### src/rtl/pipeline_hazard_controller_if.sv
// rtl/pipeline_hazard_controller_if.sv - hazard controller signal bundle
interface pipeline_hazard_controller_if #(
  parameter int CNT_W = 16
);
  logic [4:0]       id_rs1;
  logic [4:0]       id_rs2;
  logic             id_use_rs1;
  logic             id_use_rs2;
  logic             ex_mem_read;
  logic [4:0]       ex_rd;
  logic             ex_redirect;
  logic             mem_req;
  logic             mem_ack;
  logic             pc_write;
  logic             ifid_stall;
  logic             ifid_flush;
  logic             idex_stall;
  logic             idex_bubble;
  logic             exmem_stall;
  logic             memwb_bubble;
  logic             mem_timeout;
  logic [CNT_W-1:0] stall_cnt;
  logic [CNT_W-1:0] flush_cnt;

  // pipeline side: presents hazard sources, consumes buffer controls
  modport master (
    output id_rs1, id_rs2, id_use_rs1, id_use_rs2, ex_mem_read, ex_rd,
           ex_redirect, mem_req, mem_ack,
    input  pc_write, ifid_stall, ifid_flush, idex_stall, idex_bubble,
           exmem_stall, memwb_bubble, mem_timeout, stall_cnt, flush_cnt
  );

  // controller side
  modport slave (
    input  id_rs1, id_rs2, id_use_rs1, id_use_rs2, ex_mem_read, ex_rd,
           ex_redirect, mem_req, mem_ack,
    output pc_write, ifid_stall, ifid_flush, idex_stall, idex_bubble,
           exmem_stall, memwb_bubble, mem_timeout, stall_cnt, flush_cnt
  );
endinterface

### src/rtl/pipeline_hazard_controller.sv
// rtl/pipeline_hazard_controller.sv - 5-stage pipeline stall/flush sequencer
module pipeline_hazard_controller #(
  parameter int MEM_TIMEOUT = 15,
  parameter int TW_W        = 4,
  parameter int CNT_W       = 16
) (
  input logic clk,
  input logic rst_n,
  pipeline_hazard_controller_if.slave hz
);

  typedef enum logic [1:0] {RUN, MEM_WAIT, ERR} state_t;

  state_t            state, state_nxt;
  logic [TW_W-1:0]   wait_cnt, wait_cnt_nxt;
  logic [CNT_W-1:0]  stall_cnt, flush_cnt;
  logic              mstall, luse, redirect_taken;

  // hazard detection; a load into x0 never creates a dependency
  always_comb begin
    mstall = (hz.mem_req & ~hz.mem_ack) | (state == ERR);
    luse   = hz.ex_mem_read & (hz.ex_rd != 5'd0) &
             ((hz.id_use_rs1 & (hz.id_rs1 == hz.ex_rd)) |
              (hz.id_use_rs2 & (hz.id_rs2 == hz.ex_rd)));
  end

  // state and wait counter register
  always_ff @(posedge clk or negedge rst_n) begin
    if (!rst_n) begin
      state    <= RUN;
      wait_cnt <= '0;
    end else begin
      state    <= state_nxt;
      wait_cnt <= wait_cnt_nxt;
    end
  end

  // memory wait sequencing; ERR holds until reset and ignores late acks
  always_comb begin
    state_nxt    = state;
    wait_cnt_nxt = wait_cnt;
    case (state)
      RUN: begin
        if (hz.mem_req && !hz.mem_ack) begin
          state_nxt    = MEM_WAIT;
          wait_cnt_nxt = TW_W'(1);
        end
      end
      MEM_WAIT: begin
        if (hz.mem_ack) begin
          state_nxt    = RUN;
          wait_cnt_nxt = '0;
        end else if (wait_cnt == TW_W'(MEM_TIMEOUT)) begin
          state_nxt = ERR;
        end else begin
          wait_cnt_nxt = wait_cnt + TW_W'(1);
        end
      end
      ERR:     state_nxt = ERR;
      default: state_nxt = RUN;
    endcase
  end

  // prioritised buffer controls: memory stall, redirect, load-use, normal flow
  always_comb begin
    hz.pc_write     = 1'b1;
    hz.ifid_stall   = 1'b0;
    hz.ifid_flush   = 1'b0;
    hz.idex_stall   = 1'b0;
    hz.idex_bubble  = 1'b0;
    hz.exmem_stall  = 1'b0;
    hz.memwb_bubble = 1'b0;
    redirect_taken  = 1'b0;
    if (mstall) begin
      hz.pc_write     = 1'b0;
      hz.ifid_stall   = 1'b1;
      hz.idex_stall   = 1'b1;
      hz.exmem_stall  = 1'b1;
      hz.memwb_bubble = 1'b1;
    end else if (hz.ex_redirect) begin
      hz.ifid_flush   = 1'b1;
      hz.idex_bubble  = 1'b1;
      redirect_taken  = 1'b1;
    end else if (luse) begin
      hz.pc_write     = 1'b0;
      hz.ifid_stall   = 1'b1;
      hz.idex_bubble  = 1'b1;
    end
  end

  // saturating statistics counters
  always_ff @(posedge clk or negedge rst_n) begin
    if (!rst_n) begin
      stall_cnt <= '0;
      flush_cnt <= '0;
    end else begin
      if (!hz.pc_write && stall_cnt != {CNT_W{1'b1}})
        stall_cnt <= stall_cnt + CNT_W'(1);
      if (redirect_taken && flush_cnt != {CNT_W{1'b1}})
        flush_cnt <= flush_cnt + CNT_W'(1);
    end
  end

  assign hz.stall_cnt   = stall_cnt;
  assign hz.flush_cnt   = flush_cnt;
  assign hz.mem_timeout = (state == ERR);

endmodule
### src/flat_wrapper.sv
// flat-port wrapper written by rule: the top's interface ports become plain ports
module pipeline_hazard_controller_flat 
#(
  parameter int MEM_TIMEOUT = 15,
  parameter int TW_W        = 4,
  parameter int CNT_W       = 16
)
  (clk, rst_n, hz_id_rs1, hz_id_rs2, hz_id_use_rs1, hz_id_use_rs2, hz_ex_mem_read, hz_ex_rd, hz_ex_redirect, hz_mem_req, hz_mem_ack, hz_pc_write, hz_ifid_stall, hz_ifid_flush, hz_idex_stall, hz_idex_bubble, hz_exmem_stall, hz_memwb_bubble, hz_mem_timeout, hz_stall_cnt, hz_flush_cnt);
  pipeline_hazard_controller_if #(.CNT_W(CNT_W)) hz_i ();
  input logic clk;
  input logic rst_n;
  input wire logic [$bits(hz_i.id_rs1)-1:0] hz_id_rs1;
  input wire logic [$bits(hz_i.id_rs2)-1:0] hz_id_rs2;
  input wire logic [$bits(hz_i.id_use_rs1)-1:0] hz_id_use_rs1;
  input wire logic [$bits(hz_i.id_use_rs2)-1:0] hz_id_use_rs2;
  input wire logic [$bits(hz_i.ex_mem_read)-1:0] hz_ex_mem_read;
  input wire logic [$bits(hz_i.ex_rd)-1:0] hz_ex_rd;
  input wire logic [$bits(hz_i.ex_redirect)-1:0] hz_ex_redirect;
  input wire logic [$bits(hz_i.mem_req)-1:0] hz_mem_req;
  input wire logic [$bits(hz_i.mem_ack)-1:0] hz_mem_ack;
  output wire logic [$bits(hz_i.pc_write)-1:0] hz_pc_write;
  output wire logic [$bits(hz_i.ifid_stall)-1:0] hz_ifid_stall;
  output wire logic [$bits(hz_i.ifid_flush)-1:0] hz_ifid_flush;
  output wire logic [$bits(hz_i.idex_stall)-1:0] hz_idex_stall;
  output wire logic [$bits(hz_i.idex_bubble)-1:0] hz_idex_bubble;
  output wire logic [$bits(hz_i.exmem_stall)-1:0] hz_exmem_stall;
  output wire logic [$bits(hz_i.memwb_bubble)-1:0] hz_memwb_bubble;
  output wire logic [$bits(hz_i.mem_timeout)-1:0] hz_mem_timeout;
  output wire logic [$bits(hz_i.stall_cnt)-1:0] hz_stall_cnt;
  output wire logic [$bits(hz_i.flush_cnt)-1:0] hz_flush_cnt;
  assign hz_i.id_rs1 = hz_id_rs1;
  assign hz_i.id_rs2 = hz_id_rs2;
  assign hz_i.id_use_rs1 = hz_id_use_rs1;
  assign hz_i.id_use_rs2 = hz_id_use_rs2;
  assign hz_i.ex_mem_read = hz_ex_mem_read;
  assign hz_i.ex_rd = hz_ex_rd;
  assign hz_i.ex_redirect = hz_ex_redirect;
  assign hz_i.mem_req = hz_mem_req;
  assign hz_i.mem_ack = hz_mem_ack;
  assign hz_pc_write = hz_i.pc_write;
  assign hz_ifid_stall = hz_i.ifid_stall;
  assign hz_ifid_flush = hz_i.ifid_flush;
  assign hz_idex_stall = hz_i.idex_stall;
  assign hz_idex_bubble = hz_i.idex_bubble;
  assign hz_exmem_stall = hz_i.exmem_stall;
  assign hz_memwb_bubble = hz_i.memwb_bubble;
  assign hz_mem_timeout = hz_i.mem_timeout;
  assign hz_stall_cnt = hz_i.stall_cnt;
  assign hz_flush_cnt = hz_i.flush_cnt;
  pipeline_hazard_controller #(.MEM_TIMEOUT(MEM_TIMEOUT), .TW_W(TW_W), .CNT_W(CNT_W)) u_core (.clk(clk), .rst_n(rst_n), .hz(hz_i));
endmodule
### config.mk
export PLATFORM = sky130hd
export DESIGN_NAME = pipeline_hazard_controller_flat
export DESIGN_NICKNAME = d
export VERILOG_FILES = /design/src/rtl/pipeline_hazard_controller_if.sv /design/src/rtl/pipeline_hazard_controller.sv /design/src/flat_wrapper.sv
export SDC_FILE = /design/constraint.sdc
export NUM_CORES = 1
export LEC_CHECK = 0
export CORE_AREA = 2 2 78 80
export DETAILED_ROUTE_END_ITERATION = 8
export DIE_AREA = 0 0 80 82
export GPL_TIMING_DRIVEN = 0
export PLACE_DENSITY_LB_ADDON = 0.2
export SKIP_LAST_GASP = 1
export SYNTH_ARGS = -nofsm -noshare
export SYNTH_HDL_FRONTEND = slang
export SYNTH_SLANG_ARGS = --single-unit
### constraint.sdc
create_clock -name clk -period 5.9 [get_ports clk]
set_input_delay 1.475 -clock clk [delete_from_list [all_inputs] [get_ports clk]]
set_output_delay 1.475 -clock clk [all_outputs]
set_load 0.005 [all_outputs]
==> impl_results.md, run 1 <==
- Status: completed
- Syn_nets: roughly 220
- DIE HEIGHT: 82 um
- Worst Path Required: between 4000 and 5000 ps
- GPL Wtd Cong: approximately 0.74
- Post-DRT Antenna Nets: 0
- Hold Crit Start: u_core.hz.flush_cnt[13]$_DFFE_PN0P_
- Setup WS post-layout: approximately 870 ps
- Crit path launch: hz_ex_rd[0]
- Min cycle time layout: 5030 ps
- CTS tree: done
- Post-CTS setup buffers: 0
- Antenna violations before repair: 0
- Post-synth cell types: 35
- Commonest non-fill, non-tap cells in the layout: 61 x clkdlybuf4s50_1, 38 x dfrtp_1, 26 x xnor2_1
- Layout cell share with drive strength beyond 1: 0.0824
- Final setup viols: 0
- Post-Place Cells: 334
- Pleak: approximately 0.0012 uW
- Synthesized flop and latch total: 38
- Initial Util: 0.349
- GR Util All Layers: 0.140
- Vias in the first global route: 1571
- Pwr dens: approximately 280 nW/um2
- Root buf cell: clkbuf_8
- Final #Nets: just under 300
- Number of flops mapped to enable cells by yosys: 0
- Setup TNS: 0 ps
- Final max-slew violation count: 0
- Synth Area per Inst: approximately 10 um2
- Gates resized, CTS repair: 0
- Mapped Cells: 197
- 1st-iter DRT viols: between 40 and 50
- Crit Path Category: in -> out
- Ys async rst share: 1.00
- Full die area: about 6600 um2
- Largest net degree at the start of global routing: 39
- Routed vias: between 1500 and 2000
- Clock Tree Buf Depth: 2
- Total CTS buffers: 5
- Worst Skew: around 9 ps
- Clock Sinks: 38
- Slew HR: 0.426
- Total power: about 790 uW
- Wirelength per Cell: around 13 um
- Final WL: around 4300 um
- Synth top area cells: dfrtp_1 47%, xnor2_1 11%, xor2_1 5.7%
- Period utilization: 0.853
- Clk_lat worst skew: between 200 and 300 ps
- Core footprint: about 5700 um2
- Post-synth top flop: dfrtp_1
- Mapped cell area: roughly 2000 um2
- Pin slew with the least headroom to its limit: ~860 ps
- Final non-filler cell total: roughly 340
- First-pass GRT wire length: 7190 um
- Site row count: 28
- Sequential share of the synthesized area: 0.474
- CP endpoint kind: output pin
- Setup crit start kind: input pin
- Crit-path max FO: 10
- DR vias/cell: slightly below 5
- Drt first pass iters: 4
- Area leader, netlist: dfrtp_1
- Commonest non-fill, non-tap cell in the layout: clkdlybuf4s50_1
- Fin Hold WS: around 500 ps
- Hold WC Path Type: reg -> reg
- Peak supply drop: 0.000178 V
- Worst r2r src: u_core.hz.flush_cnt[0]$_DFFE_PN0P_
- Layout area overhead: 39.9%
- Cts hold-fix bufs: 0
- Antenna diode count: 0
- I/O Buffers: between 60 and 70
- Yosys top cell area share: 0.474
- DR DRC count: 0
- Gr ovfl total: 0
- HPWL after detailed placement: approximately 3200 um
- Max Clk Rate: 199 MHz
- Total I/O pin count: 63
- Clk pin slew, worst setup/hold paths: 70 ps
- Worst slack, placed: between 800 and 900 ps
- RSZ-0062 raised after global routing: no
- Max_cap viols: 0
- CP arrival: 3560 ps
- Final Hold Violating Endpoints: 0
- Htree depth: 2
- Chip Width: around 80 um
- Synth warn: 0
==> report_power, final <==
| group | internal [uW] | switching, uW | leakage [uW] |
|---|---|---|---|
| sequential | 309 | 65.0 | 0.000495 |
| combinational | 150 | 79.4 | 0.000663 |
| clock | 94.3 | 90.3 | 0.0000482 |
==> synthesized netlist by cell type (2+ instances only) <==
library cell  instances
nor3_1                5
nor2_1               13
nor4_1                3
nand3_1              12
nand2b_1              4
nand2_1              22
nand3b_1              3
ha_1                  3
nand4_1               9
and3_1                8
xor2_1               13
a21oi_1               6
xnor2_1              26
nand4_2               2
inv_1                 6
mux2_2                2
dfrtp_1              38
buf_4                 2
a31oi_1               2
o21ai_0               3
==> critical path, cell delays in order <==
cell,delay [ps]
clkdlybuf4s50_1,470
or4_1,560
o21ai_2,150
nor2_1,60
a21o_4,240
buf_6,140
clkdlybuf4s50_1,440
==> state kept, by name, indices dropped and copies added (netlist names) <==
| register | count |
|---|---|
| u_core.hz.flush_cnt | 16 |
| u_core.wait_cnt | 4 |
| u_core.state | 2 |
| u_core.hz.stall_cnt | 16 |
==> through the flow <==
step / area [um2] / utilization
after floorplan: 2010 / -
after global placement: 2720 / 0.473
after detailed placement: 2720 / 0.473
after CTS: 2810 / 0.488
after global routing: 2810 / 0.488
final: 2810 / 0.488
==> per-layer routing <==
metal / track usage / vias up / share of wire
met4: 0.0356 / 0 / 0.010
met1: 0.178 / 792 / 0.49
li1: - / 823 / -
met2: 0.238 / 33 / 0.47
met3: 0.0374 / 5 / 0.030
met5: 0 / - / 0
==> worst paths after layout <==
check	to	slack [ps]	depth (start not counted)
max	hz_ifid_stall	870	7
max in group asynchronous	u_core.wait_cnt[2]$_DFFE_PN0P_	4060	1
min	u_core.hz.flush_cnt[13]$_DFFE_PN0P_	490	1
min reg2reg	u_core.hz.flush_cnt[13]$_DFFE_PN0P_	490	1
max reg2reg	u_core.hz.flush_cnt[11]$_DFFE_PN0P_	3930	6
min in group asynchronous	u_core.hz.flush_cnt[2]$_DFFE_PN0P_	1290	1
==> cell type report <==
type	instances	area, um2
fill	548	2940
multi-input combinational	149	997
sequential	38	951
timing repair buffer	62	616
tap	75	93.8
clock buffer	7	86.3
inverter	7	31.3
buffer	3	26.3
clock inverter	1	5.00
==> cells by family after synthesis <==
kind of cell,count (synthesis),share of synthesized area
DFF,38,0.474
and+or+nand+nor,86,0.225
muxes,3,0.0187
xor gates and xnor gates,39,0.170
adders and majority gates,3,0.0187
AOI/OAI and AO/OA,18,0.0649
buffers and inverters,10,0.0287
No activity file was read; power rests on OpenSTA's default activity.
==> run 2: changes to the inputs <==
--- a/config.mk
+++ b/config.mk
@@ -5,12 +5,14 @@
 export SDC_FILE = /design/constraint.sdc
 export NUM_CORES = 1
 export LEC_CHECK = 0
-export CORE_AREA = 2 2 78 80
+export ABC_AREA = 1
+export CORE_AREA = 2 2 85 87
 export DETAILED_ROUTE_END_ITERATION = 8
-export DIE_AREA = 0 0 80 82
+export DIE_AREA = 0 0 87 89
 export GPL_TIMING_DRIVEN = 0
 export PLACE_DENSITY_LB_ADDON = 0.2
 export SKIP_LAST_GASP = 1
+export SLEW_MARGIN = 10
 export SYNTH_ARGS = -nofsm -noshare
 export SYNTH_HDL_FRONTEND = slang
 export SYNTH_SLANG_ARGS = --single-unit
==> run 2 against run 1 <==
  * Register-to-register slack better by 320 ps
  * Design area rose by 14%
  * Non-clock buffer count up 3
  * First-iteration DRC count up 130%
  * Clock skew decreased by 3.1 ps
  * Clock-buffer cell count stayed put
  * Total power rose by 1.1%
  * Via count up 33%
  * Area after synthesis is 19% higher
  * Combinational power is 8.7% higher
==> impl_results.md, run 2 <==
- Ys async rst share: 1.00 (unchanged)
- Clk_lat worst skew: 290 ps (about the same)
- Antenna violations before repair: 0 (unchanged)
- Crit path launch: hz_ex_rd[4]
- DR vias/cell: 4.62 (-4.4%)
- Commonest non-fill, non-tap cell in the layout: nand2_1
- Setup crit start kind: input pin
- Layout cell share with drive strength beyond 1: 0.0907 (+0.00828)
- Clk pin slew, worst setup/hold paths: 80 ps (about the same)
- Post-DRT Antenna Nets: 0 (unchanged)
- DIE HEIGHT: 89 um (+8.5%)
- Mapped Cells: 326 (+65%)
- Largest regs: u_core.hz.flush_cnt: 16 flops, u_core.hz.stall_cnt: 16 flops, u_core.wait_cnt: 4 flops
- Status: completed
- Routed vias: 2204 (+33%)
- M3 GR Usage: 0.0351 (-0.00227)
- CP arrival: 3400 ps (-160 ps)
- Synthesized flop and latch total: 38 (unchanged)
- Crit Path Category: in -> out
- Chip Width: 87 um (+8.8%)
- Yosys top cell area share: 0.400 (-0.0745)
- Antenna diode count: 0 (unchanged)
- Total I/O pin count: 63 (unchanged)
- CP endpoint kind: output pin
- Post-CTS setup buffers: 0 (unchanged)
- Number of flops mapped to enable cells by yosys: 0 (unchanged)
- I/O Buffers: 62 (unchanged)
- Peak supply drop: 0.000148 V (-17%)
- Synth warn: 0 (unchanged)
- Syn_nets: 352 (+58%)
- Met1 Usage GRT: 0.211 (+0.0325)
- RR Endpoint: u_core.hz.stall_cnt[15]$_DFFE_PN0P_
- CP bufs+invs: 4 (+1)
- Critical-path top delay cell: clkdlybuf4s50_1
- Hold WC Path Type: reg -> reg
- Gr ovfl total: 0 (unchanged)
- 1st-iter DRT viols: 115 (+130%)
- Post-synth top flop: dfrtp_1
- Worst Path Required: 4430 ps (about the same)
- CP top delay family: buffers and inverters
- Synth top area cells: dfrtp_1 40%, nand2_1 17%, inv_1 6.9%
- Post-synth top cells: 108 x nand2_1, 44 x inv_1, 38 x dfrtp_1
- Synth Area per Inst: 7.30 um2 (-28%)
- Slew HR: 0.739 (+0.313)
- Max_cap viols: 0 (unchanged)
- Mapped cell area: 2380 um2 (+19%)
- Clock Sinks: 38 (unchanged)
- Post-Place Cells: 469 (+40%)
- Crit-path max FO: 10 (unchanged)
- Final #Nets: 422 (+45%)
- Cts hold-fix bufs: 0 (unchanged)
- Slowest stage delay, CP: 520 ps (-40 ps)
- Number of fill cells: 651 (+19%)
- End of the critical path: hz_ifid_stall
- Layout area overhead: 34.8%
- Clock Tree Buf Depth: 2 (unchanged)
- Gates resized, CTS repair: 0 (unchanged)
- First-pass GRT wire length: 9720 um (+35%)
- GRT Max-Usage Layer: met2
- Total CTS buffers: 5 (unchanged)
- Worst r2r src: u_core.hz.stall_cnt[0]$_DFFE_PN0P_
- Post-synth cell types: 27 (-23%)
- R2R Setup Slk: 4250 ps (+320 ps)
- Worst Skew: 5.74 ps (-3.14 ps)
- Core footprint: 6720 um2 (+17%)
- RSZ-0062 raised after global routing: no
- Worst R2R Path Depth: 10 (+4)
- Max Clk Rate: 205 MHz (+3.1%)
- Pin slew with the least headroom to its limit: 390 ps (-471 ps)
- Vias in the first global route: 2175 (+38%)
- Sequential share of the synthesized area: 0.400 (-0.0745)
- Pleak: 0.00156 uW (+29%)
- Final setup viols: 0 (unchanged)
- Site row count: 30 (+7.1%)
- DR DRC count: 0 (unchanged)
- Final Hold Violating Endpoints: 0 (unchanged)
- GPL Wtd Cong: 0.870 (+18%)
- Root buf cell: clkbuf_8
- Min cycle time layout: 4880 ps (-153 ps)
- Top-count cell post-synth: nand2_1
- Area leader, netlist: dfrtp_1
- CTS tree: done
- Final WL: 5550 um (+28%)
- Drt first pass iters: 4 (unchanged)
- Setup TNS: 0 ps (unchanged)
- Initial Util: 0.354 (+0.00510)
- Cell mode on critical path: nand2_1
- Htree depth: 2 (unchanged)
- Commonest non-fill, non-tap cells in the layout: 108 x nand2_1, 61 x clkdlybuf4s50_1, 44 x inv_1
- HPWL after detailed placement: 4200 um (+31%)
- GR Util All Layers: 0.159 (+0.0183)
- Wirelength per Cell: 11.6 um (-7.9%)
- Grt met2 use: 0.255 (+0.0172)
- Period utilization: 0.827 (-0.0260)
- Crit path depth: 11 (+4)
- Full die area: 7740 um2 (+18%)
- Final non-filler cell total: 477 (+39%)
- Pwr dens: 248 nW/um2 (-12%)
- Largest net degree at the start of global routing: 25 (-36%)
- Final max-slew violation count: 0 (unchanged)
- CP Cell Sequence: clkdlybuf4s50_1 -> inv_1 -> nand2_1 -> nand2_1 -> nor2_1 -> nand3_1 -> nand2_1 -> nand3_1 -> nand2_2 -> buf_6 -> clkdlybuf4s50_1
-- run 2: cell count changes after synthesis, sizes merged, moves of 5 or more --
cell | before | now
inv | 6 | 46
nand3 | 12 | 29
nor2 | 14 | 39
nand2 | 22 | 113
and3 | 8 | 0
xnor2 | 26 | 6
nor3 | 5 | 10
nand4 | 11 | 6
o21ai | 4 | 9
-- run 2: where the power goes --
part           leakage (uW)  total (uW)  switching (uW)  internal (uW)
registers          0.000510         356            52.2            304
clock network     0.0000482         190            95.5           94.4
logic              0.000998         250             112            138
-- run 2: layout make-up --
class / count / area [um2] / area share
Inverter: 46 / 173 / 0.0538
Tap cell: 80 / 100 / 0.0312
Multi-Input combinational cell: 237 / 1210 / 0.377
Sequential cell: 38 / 951 / 0.297
Buffer: 5 / 48.8 / 0.0152
Clock inverter: 1 / 5.00 / 0.00156
Timing Repair Buffer: 63 / 636 / 0.198
Clock buffer: 7 / 86.3 / 0.0269
-- run 2: worst min path at each step --
stage,depth (start not counted),endpoint,slack [ps],startpoint
floorplan,2,u_core.hz.stall_cnt[15]$_DFFE_PN0P_,480,u_core.hz.stall_cnt[15]$_DFFE_PN0P_
global placement,2,u_core.hz.stall_cnt[15]$_DFFE_PN0P_,480,u_core.hz.stall_cnt[15]$_DFFE_PN0P_
detailed placement,2,u_core.hz.stall_cnt[15]$_DFFE_PN0P_,490,u_core.hz.stall_cnt[15]$_DFFE_PN0P_
CTS,2,u_core.hz.stall_cnt[15]$_DFFE_PN0P_,510,u_core.hz.stall_cnt[15]$_DFFE_PN0P_
global route,1,u_core.hz.flush_cnt[7]$_DFFE_PN0P_,550,u_core.hz.flush_cnt[7]$_DFFE_PN0P_
finish,2,u_core.hz.stall_cnt[15]$_DFFE_PN0P_,510,u_core.hz.stall_cnt[15]$_DFFE_PN0P_
-- run 2: through the flow --
stage	setup WS [ps]	instance area [um2]	power, uW	hold slack [ps]	util
global route	858	3210	858	547	0.477
finish	1020	3210	797	506	0.477
global placement	998	3100	607	481	0.461
floorplan	2180	2380	477	484	-
CTS	988	3210	807	513	0.477
detailed placement	997	3120	614	494	0.464
-- run 2: cell families (layout without fill, tap and decap cells) --
| logic type | Yosys count | after routing | share of synthesized area |
|---|---|---|---|
| compound gates | 14 | 14 | 0.0373 |
| xor+xnor | 22 | 22 | 0.0810 |
| fa+ha+maj | 3 | 3 | 0.0158 |
| buf+inv | 51 | 122 | 0.0931 |
| flops | 38 | 38 | 0.400 |
| simple gates | 198 | 198 | 0.373 |
-- run 2: routing by layer --
layer	part of all wire	wire (um)	vias to the layer above
met3	0.048	265	10
met4	0.017	95	0
li1	-	-	1147
met5	0	0	-
met2	0.46	2560	62
met1	0.47	2620	985
-- run 2: worst register-to-register path, cell delays in order (launching register included) --
cell and delay, ps:
dfrtp_1 430, ha_1 230, nand3_2 140, nor2_4 150
nand2_1 100, nor2_2 90, nand2_2 120, nand2_2 120
nor2_2 40, nand3_1 70, nand2_1 50
==> run 3: changes to the inputs <==
==> constraint.sdc (replaced) <==
create_clock -name clk -period 4.6 [get_ports clk]
set_input_delay 1.15 -clock clk [delete_from_list [all_inputs] [get_ports clk]]
set_output_delay 1.15 -clock clk [all_outputs]
set_load 0.005 [all_outputs]
==> results of run 3 <==
Same layout as run 2 (identical final DEF). Status: completed.
Among the figures that moved: setup slack after placement 997 ps -> 347 ps; setup slack after layout 1020 ps -> 370 ps; register-to-register setup slack 4250 ps -> 2950 ps; total power 797 uW -> 1020 uW; worst IR drop on VDD 0.000148 V -> 0.000190 V
